**config.mk**
```make
export PLATFORM = sky130hd
export DESIGN_NAME = fix_point_accum
export DESIGN_NICKNAME = d
export VERILOG_FILES = /design/src/rtl/fxp_pkg.sv /design/src/rtl/fix_point_accum_sm_add.sv /design/src/rtl/fix_point_accum.sv
export SDC_FILE = /design/constraint.sdc
export NUM_CORES = 1
export LEC_CHECK = 0
export ABC_AREA = 1
export CORE_AREA = 2 2 101 103
export DETAILED_ROUTE_END_ITERATION = 16
export DIE_AREA = 0 0 103 105
export PLACE_DENSITY = 0.87
export SLEW_MARGIN = 40
export SYNTH_ARGS = -nofsm -noshare
export SYNTH_HDL_FRONTEND = slang
export SYNTH_SLANG_ARGS = --single-unit
```
**constraint.sdc**
```tcl
create_clock -name clk -period 3.1 [get_ports clk]
set_input_delay 0.31 -clock clk [delete_from_list [all_inputs] [get_ports clk]]
set_output_delay 0.31 -clock clk [all_outputs]
set_load 0.01 [all_outputs]
```
**src/rtl/fxp_pkg.sv**
```systemverilog
// rtl/fxp_pkg.sv - shared types and sign-magnitude helpers for the fixed-point accumulator
package fxp_pkg;

    typedef enum logic {
        ACCUM = 1'b0,
        DONE  = 1'b1
    } state_t;

    localparam int SM_MAX_W = 32;

    // True when an n-bit sign-magnitude word is the negative-zero pattern.
    function automatic logic sm_is_neg_zero(input logic [SM_MAX_W-1:0] word, input int n);
        logic [SM_MAX_W-1:0] mag_mask;
        mag_mask = (SM_MAX_W'(1) << (n - 1)) - SM_MAX_W'(1);
        return word[n-1] && ((word & mag_mask) == '0);
    endfunction

    // Reduce a wide magnitude to n-1 bits: clamp, or keep the low bits when wrapping.
    function automatic logic [SM_MAX_W-1:0] sm_sat(input logic [SM_MAX_W-1:0] mag,
                                                   input int n, input logic saturate);
        logic [SM_MAX_W-1:0] lim;
        lim = (SM_MAX_W'(1) << (n - 1)) - SM_MAX_W'(1);
        if (mag <= lim) begin
            return mag;
        end
        return saturate ? lim : (mag & lim);
    endfunction

endpackage

```
**src/rtl/fix_point_accum_sm_add.sv**
```systemverilog
// rtl/fix_point_accum_sm_add.sv - combinational sign-magnitude adder with carry-out
module sm_add #(
    parameter int W = 19
) (
    input  logic         a_sign,
    input  logic [W-1:0] a_mag,
    input  logic         b_sign,
    input  logic [W-1:0] b_mag,
    output logic         s_sign,
    output logic [W-1:0] s_mag,
    output logic         carry
);

    logic         a_neg;
    logic         b_neg;
    logic [W:0]   mag_sum;

    always_comb begin
        a_neg   = a_sign && (a_mag != '0);
        b_neg   = b_sign && (b_mag != '0);
        mag_sum = {1'b0, a_mag} + {1'b0, b_mag};
        s_sign  = 1'b0;
        s_mag   = '0;
        carry   = 1'b0;
        if (a_neg == b_neg) begin
            {carry, s_mag} = mag_sum;
            s_sign         = a_neg;
        end else if (a_mag >= b_mag) begin
            s_mag  = a_mag - b_mag;
            s_sign = a_neg;
        end else begin
            s_mag  = b_mag - a_mag;
            s_sign = b_neg;
        end
        if (s_mag == '0) begin
            s_sign = 1'b0;
        end
    end

endmodule

```
**src/rtl/fix_point_accum.sv**
```systemverilog
// rtl/fix_point_accum.sv - streaming sign-magnitude accumulator with guard bits and output saturation
module fix_point_accum
    import fxp_pkg::*;
#(
    parameter int N        = 16,
    parameter int Q        = 13,
    parameter int GUARD    = 4,
    parameter int MAX_LEN  = 64,
    parameter int SATURATE = 1
) (
    input  logic         clk,
    input  logic         rst,
    input  logic         in_valid,
    output logic         in_ready,
    input  logic [N-1:0] in_data,
    input  logic         in_last,
    output logic         out_valid,
    input  logic         out_ready,
    output logic [N-1:0] out_data,
    output logic         out_ovf,
    output logic         out_trunc
);

    localparam int AW      = N - 1 + GUARD;
    localparam int MW      = N - 1;
    localparam int CW      = $clog2(MAX_LEN + 1);
    localparam int MAX_MAG = (1 << (N - 1)) - 1;

    if (Q < 0 || Q > N - 1) begin : g_q_range
        $error("fix_point_accum: Q must lie in 0..N-1");
    end

    state_t          state_q, state_d;
    logic [AW-1:0]   acc_mag_q, acc_mag_d;
    logic            acc_sign_q, acc_sign_d;
    logic [CW-1:0]   beat_cnt_q, beat_cnt_d;
    logic            sticky_q, sticky_d;
    logic [N-1:0]    out_data_q, out_data_d;
    logic            out_ovf_q, out_ovf_d;
    logic            out_trunc_q, out_trunc_d;

    logic            in_sign;
    logic [AW-1:0]   in_mag;
    logic            add_sign;
    logic [AW-1:0]   add_mag;
    logic            add_carry;
    logic [AW-1:0]   nxt_mag;
    logic            nxt_sticky;
    logic            beat_acc;
    logic            at_max;
    logic            frame_end;
    logic [MW-1:0]   res_mag;
    logic            res_ovf;

    assign in_sign = in_data[N-1] && !sm_is_neg_zero(SM_MAX_W'(in_data), N);
    assign in_mag  = AW'(in_data[N-2:0]);

    sm_add #(.W(AW)) u_add (
        .a_sign (acc_sign_q),
        .a_mag  (acc_mag_q),
        .b_sign (in_sign),
        .b_mag  (in_mag),
        .s_sign (add_sign),
        .s_mag  (add_mag),
        .carry  (add_carry)
    );

    // A carry out of the guard width pins the accumulator at full scale.
    assign nxt_mag    = add_carry ? '1 : add_mag;
    assign nxt_sticky = sticky_q | add_carry;
    assign beat_acc   = in_valid && (state_q == ACCUM);
    assign at_max     = (beat_cnt_q == CW'(MAX_LEN - 1));
    assign frame_end  = beat_acc && (in_last || at_max);
    assign res_mag    = MW'(sm_sat(SM_MAX_W'(nxt_mag), N, SATURATE != 0));
    assign res_ovf    = nxt_sticky || (nxt_mag > AW'(MAX_MAG));

    always_ff @(posedge clk or posedge rst) begin
        if (rst) begin
            state_q <= ACCUM;
        end else begin
            state_q <= state_d;
        end
    end

    always_comb begin
        state_d = state_q;
        case (state_q)
            ACCUM:   if (frame_end) state_d = DONE;
            DONE:    if (out_ready) state_d = ACCUM;
            default: state_d = ACCUM;
        endcase
    end

    always_comb begin
        in_ready  = (state_q == ACCUM);
        out_valid = (state_q == DONE);
    end

    always_comb begin
        acc_mag_d   = acc_mag_q;
        acc_sign_d  = acc_sign_q;
        beat_cnt_d  = beat_cnt_q;
        sticky_d    = sticky_q;
        out_data_d  = out_data_q;
        out_ovf_d   = out_ovf_q;
        out_trunc_d = out_trunc_q;
        if (beat_acc) begin
            acc_mag_d  = nxt_mag;
            acc_sign_d = add_sign;
            beat_cnt_d = beat_cnt_q + CW'(1);
            sticky_d   = nxt_sticky;
            if (frame_end) begin
                out_data_d  = {add_sign && (res_mag != '0), res_mag};
                out_ovf_d   = res_ovf;
                out_trunc_d = at_max && !in_last;
            end
        end else if ((state_q == DONE) && out_ready) begin
            acc_mag_d   = '0;
            acc_sign_d  = 1'b0;
            beat_cnt_d  = '0;
            sticky_d    = 1'b0;
            out_data_d  = '0;
            out_ovf_d   = 1'b0;
            out_trunc_d = 1'b0;
        end
    end

    always_ff @(posedge clk or posedge rst) begin
        if (rst) begin
            acc_mag_q   <= '0;
            acc_sign_q  <= 1'b0;
            beat_cnt_q  <= '0;
            sticky_q    <= 1'b0;
            out_data_q  <= '0;
            out_ovf_q   <= 1'b0;
            out_trunc_q <= 1'b0;
        end else begin
            acc_mag_q   <= acc_mag_d;
            acc_sign_q  <= acc_sign_d;
            beat_cnt_q  <= beat_cnt_d;
            sticky_q    <= sticky_d;
            out_data_q  <= out_data_d;
            out_ovf_q   <= out_ovf_d;
            out_trunc_q <= out_trunc_d;
        end
    end

    assign out_data  = out_data_q;
    assign out_ovf   = out_ovf_q;
    assign out_trunc = out_trunc_q;

endmodule

```
=== Yosys cells after proc, flatten, opt, wreduce, memory -nomap -nowiden ===
Cells that the tools add are included.

* Input bits: 21
* Word-level logic and storage cells: 67
* Register bits after elaboration: 47

* Add/sub/neg operators: 4
* Muxes and demuxes: 27
* Bitwise gates (word level): 2
* Reduce and logical (&&, ||, !) cells: 20
* Eq/ne operators: 3
* Order comparisons: 3

{| class="wikitable"
|+ Operators by type and width
! cell !! count
|-
| $mux 19 || 5
|-
| $mux 16 || 3
|-
| $reduce_bool 19->1 || 2
|-
| $logic_not 32->1 || 1
|-
| $mux 15 || 2
|-
| $add 19x15->20 || 1
|-
| $ge 19x15->1 || 1
|-
| $gt 19x15->1 const B || 1
|-
| $le 19x15->1 const B || 1
|-
| $logic_not 19->1 || 1
|-
| $sub 15x19->19 || 1
|-
| $sub 19x15->19 || 1
|-
| $reduce_bool 15->1 || 1
|-
| $mux 1 || 14
|-
| $mux 7 || 2
|-
| $logic_and 1x1->1 || 9
|-
| $add 7x1->7 const B || 1
|-
| $eq 7x6->1 const B || 1
|-
| $logic_not 1->1 || 2
|-
| $logic_or 1x1->1 || 2
|-
| $ne 2x1->1 const B || 1
|-
| $pmux 1 s2 || 1
|-
| $reduce_and 2->1 || 1
|-
| $reduce_bool 2->1 || 1
|-
| 3 further kinds || 3
|}

=== Depth between registers and ports, before layout ===
Gate-level depths: netlist (run 1).

* Depth in word-level cells: 15
* Depth in mapped cells: 22

=== Modules after synthesis ===
From an unflattened synthesis (run 1), not the netlist that was laid out.

* Cells, all modules: 1141
* Area total of the unflattened synthesis: 6571.3 um^2

{| class="wikitable"
|+ Modules (own cells, without submodules)
! module !! cells each !! seq. area each (um^2) !! instances !! area an instance (um^2)
|-
| sm_add || 884 || 0.0 || 1 || 4381.7
|-
| fix_point_accum || 257 || 1176.1 || 1 || 2189.6
|}

=== Worst setup path before layout (run 1) ===
OpenSTA, ideal clock, no wires.

* Path type: register to register
* From: reg acc_mag_q[14]
* To: reg out_data_q[1], in the netlist out_data[1]
* Buffers on the path: 3
* Arrival: 2.399 ns
* Stages on the path, launching flop included: 17
* Period minus slack after synthesis: 2.515 ns
* Slack: 0.585 ns
* Data required time: 2.983 ns
* Path through: dfrtp_1 -> ha_1 -> buf_6 -> a21oi_4 -> nand2_1 -> nor3_4 -> nand2_4 -> buf_6 -> nand2_2 -> nand2_2 -> a21oi_4 -> nand2_4 -> nor2_8 -> buf_12 -> nand3_2 -> nand2_1 -> nand2_1

* Cells in the longest elaborated chain, start to end: 10

{| class="wikitable"
|+ Ends and longest elaborated chain
! what !! line !! source
|-
| from (decl) || fix_point_accum.sv:34 || <nowiki>logic [AW-1:0] acc_mag_q, acc_mag_d;</nowiki>
|-
| from (signal assigned) || fix_point_accum.sv:138 || <nowiki>acc_mag_q <= acc_mag_d;</nowiki>
|-
| parallel branches: the longest is 4 deep, another holds $sub 15x19->19 || n/a ||
|-
| $mux 19 (*) || fix_point_accum.sv:69 || <nowiki>assign nxt_mag = add_carry ? '1 : add_mag;</nowiki>
|-
| $le 19x15->1 || fxp_pkg.sv:23 || <nowiki>if (mag <= lim) begin</nowiki>
|-
| $mux 1 || fxp_pkg.sv:23 ||
|-
| $mux 15 (*) || fxp_pkg.sv:26 || <nowiki>return saturate ? lim : (mag & lim);</nowiki>
|-
| $mux 16 (*) || fix_point_accum.sv:112 || <nowiki>if (frame_end) begin</nowiki>
|-
| $mux 16 (*) || fix_point_accum.sv:107 || <nowiki>if (beat_acc) begin</nowiki>
|-
| to (signal assigned) || fix_point_accum.sv:142 || <nowiki>out_data_q <= out_data_d;</nowiki>
|-
| to (decl) || fix_point_accum.sv:38 || <nowiki>logic [N-1:0] out_data_q, out_data_d;</nowiki>
|}

Mark *: on every way between the ends. The select of a mux whose other input is x is not followed.
A chain may end at the register's enable or synchronous reset.

=== Final worst setup path (run 1) ===
* From: in in_data[14]
* To: reg out_data_q[10], in the netlist out_data[10]

* Cells in the longest elaborated chain, start to end: 13

{| class="wikitable"
|+ Ends and longest elaborated chain
! what !! line !! source
|-
| from (decl) || fix_point_accum.sv:15 || <nowiki>input logic [N-1:0] in_data,</nowiki>
|-
| parallel branches: the longest is 7 deep, another holds $sub 15x19->19 || n/a ||
|-
| $mux 19 (*) || fix_point_accum.sv:69 ||
|-
| $le 19x15->1 || fxp_pkg.sv:23 ||
|-
| $mux 1 || fxp_pkg.sv:23 ||
|-
| $mux 15 (*) || fxp_pkg.sv:26 ||
|-
| $mux 16 (*) || fix_point_accum.sv:112 ||
|-
| $mux 16 (*) || fix_point_accum.sv:107 ||
|}

Marked as above.

==> results.md, run 1 <==
* Clock transition at path regs at about 0.090 ns
* Most frequent CP cell: nand3_1
* Status: finished clean
* Congestion Overflow GR at 0
* Count leader, synth: nand2_1
* TritonCTS clock tree: built
* Via density at ~5.6
* Synth top area cells: nand2_1 (23%), dfrtp_1 (20%), ha_1 (9.9%)
* Psw at about 4.2 mW
* HP Class: input port to asynchronous set/reset pin
* Internal power at between 3 and 4 mW
* Register area share after synthesis at between 20% and 30%
* Post-synth top area cell: nand2_1
* Die area at approximately 0.011 mm2
* Synth top area share at approximately a quarter
* Synth Instances at a little under 1000
* Std cell rows at 36
* Die height at around 110 um
* Overall routing resource usage at 37.0%
* Synthesis-to-layout area growth at 28.3%
* Mapped Nets at 1039
* Synth Cell Area at 0.00583 mm2
* Worst-Margin Slew at about 0.69 ns
* IO Pins at between 40 and 50
* Peak VDD IR at 857 uV
* Clk_skew at 0.00730 ns
* DRT iter0 DRCs at between 500 and 600
* Largest net degree at the start of global routing at 48
* Clk buf depth at 2
* Max Cap Viol at 0
* Rel. slew slack at between 50% and 60%
* Die width at 103 um
* H-Tree Depth at 2
* Ys Warns at 0
* Lkg Pwr at between 4 and 5 nW
* Area taken by multi-input logic gates at a little under 0.004 mm2
* CTS root buf: clkbuf_8
* Setup TNS at 0 ns
* R2r startpoint: acc_mag_q[0]
* Clock Power Share at around 6%
* Distinct cells, synth at 40
* Core area at 0.00964 mm2
* Detail Route Antenna Nets at 0
* CTS buffer count at 5
* Filler cells at ~740
* Reg area at 0.00118 mm2
* Final Hold Viols at 0
* EDFF count, synth at 0
* CP max stage delay at approximately 0.50 ns
* Placer congestion estimate at 0.995
* Vias in the first global route at around 6400
* Finish-stage setup viols at 0
* Slew Viols, Final at 0
* Startpoint Class: input port
* Data required time at the worst endpoint at 3.31 ns
* Initial antenna violation count at 0
* Finished Layout Cells at approximately 1300
* Layout cells sized above 1 at approximately 18%
* Fin crit share at a little over nine tenths
* Synth cell count leaders: nand2_1 (362), inv_1 (146), nor2_1 (76)
* Fin area at about 0.0075 mm2
* F_max at ~330 MHz
* Syn avg cell area at between 6 and 7 um2
* Cell area after placement at roughly 0.0072 mm2
* PwrDens at 1080 mW/mm2
* Combinational power share at between 80% and 90%
* Vias at 7011
* Synth Register Bits at between 40 and 50
* Post-CTS Hold Buffers at 0
* CP max-delay cell: clkdlybuf4s50_1
* Nets@finish at 1199
* Residual DRC at 0
* R2r worst-path depth at 21
* WS Path Type: input port to flop
* Sw Ratio at approximately 52%
* Global-route wire length before repair at just over 30 mm
* Clock Sinks at 47
* Flop2flop setup slack at between 0.15 and 0.2 ns
* Seq pwr share at 13.6%
* Port bufs at 40
* Fin util at slightly below 80%
* DPL Wire Length at about 16 mm
* Top FF cell, synth: dfrtp_1
* Placed cell count at between 1000 and 1500
* Ys async rst share at 100%
* 1st-pass router iterations at 8
* CP cell instances: clkdlybuf4s50_1 -> inv_1 -> ha_2 -> nand2_2 -> nor2_2 -> inv_1 -> nor2_1 -> nand2_1 -> nand3_1 -> nand3_1 -> nand3_1 -> nand3_1 -> nand2_1 -> nand2_4 -> nor2_8 -> buf_4 -> nand3_1 -> nand2_1 -> nand2_1
* Reg2Reg Capture Point: out_data[10]
* CP endpoint kind: flop
* Final WL at around 21 mm
* Worst Path Max Fanout at 7
* CP arrival at 3.20 ns
* WL/cell at ~17 um
* Initial Util at between 60 and 70%
* Ant diodes at 0
* Post-layout min period at 2.99 ns
* Worst-skew pair later-pin latency at 0.32 ns
## area by class of cell
| class | count | area share, % |
|---|---|---|
| clock buffers | 6 | 1.10 |
| well taps | 133 | 2.23 |
| inverters | 154 | 7.80 |
| repair buffers | 181 | 20.0 |
| multi-input cells | 740 | 52.6 |
| clock inverters | 2 | 0.469 |
| flip-flops and latches | 47 | 15.7 |
## logic make-up (layout without fill, tap and decap cells)
logic type                 after synthesis  count (layout)  share of synthesized area (%)
xor gates and xnor gates                17              17                           2.56
and+or+nand+nor                        588             588                           44.2
DFF                                     47              47                           20.2
adders and majority gates               49              49                           10.9
buffers and inverters                  182             343                           13.5
AOI/OAI and AO/OA                       86              86                           8.59
## how the worst max path moves through the flow
stage | depth (start not counted) | startpoint | end | slack (ns)
6_report | 19 | in_data[14] | out_data[10] | 0.11
5_1_grt | 18 | in_data[11] | out_data[10] | -0.04
4_1_cts | 18 | in_data[6] | out_data[15] | 0.05
3_5_place_dp | 18 | in_data[6] | out_data[9] | -0.22
3_3_place_gp | 18 | in_data[6] | out_data[15] | -0.13
2_1_floorplan | 16 | acc_mag_q[14] | out_data[1] | 0.58
## worst max-delay path: cells and delay by family
family	cells	cell delay, ns
adders and majority gates	1	0.43
and+or+nand+nor	14	1.66
buffers and inverters	4	0.80
## flip-flops by register name (all words and copies together), names as in the netlist
name        flops
sticky_q        1
out_data       16
out_ovf         1
acc_sign_q      1
beat_cnt_q      7
acc_mag_q      19
out_trunc       1
out_valid       1
## timing repair
| action | in CTS | in global routing |
|---|---|---|
| buffers inserted | 0 | 3 |
| endpoints found under the setup margin | 0 | 21 |
| gates resized for setup | 0 | 18 |
## per-layer routing
metal	share of wire (%)	global-route usage, %	vias up
met5	0	0	-
met4	5.1	15.3	0
met3	8.2	4.01	97
met2	47	60.5	430
met1	40	49.2	3143
li1	-	-	3341
## layout by cell type (no fill, tap or decap), types with 2 or more instances in the layout
cell type,n
ha_4,3
inv_2,5
and2_1,5
fa_1,3
nor2_1,74
a21oi_4,2
clkdlybuf4s50_1,40
buf_4,138
dfrtp_1,47
nand3_1,75
inv_4,2
nand3b_1,3
nand2_1,361
a21oi_1,37
nor2_4,3
nand3_2,13
nand4_1,20
nand2_4,3
o22ai_1,18
xor2_1,16
o221ai_1,3
buf_12,3
clkinv_1,2
clkbuf_8,6
nor2_2,7
ha_1,36
ha_2,7
nor3_1,8
o21ai_0,20
inv_1,145
nand2_2,12
## power groups by stage
stage / logic (mW) / clock network [mW] / registers [mW]
after floorplan: 3.71 / 0 / 1.05
after global placement: 5.93 / 0 / 1.05
after detailed placement: 6.05 / 0 / 1.06
after CTS: 6.10 / 0.471 / 1.06
after global routing: 7.02 / 0.495 / 1.12
final: 6.49 / 0.480 / 1.09
## metrics by stage
step                      power, mW  hold WS, ns  setup slack, ns
final                          8.06        0.406            0.109
after global routing           8.63        0.460          -0.0418
after CTS                      7.62        0.429           0.0544
after detailed placement       7.11        0.464           -0.217
after global placement         6.98        0.463           -0.131
after floorplan                4.76        0.406            0.585
(Power assumes the default switching activity.)
==> inputs of run 2 (changes only) <==
Settings changed: HOLD_SLACK_MARGIN set to 0.05.
==> results of run 2 <==
Same layout as run 1: the final DEF is identical, and so are final timing and power.
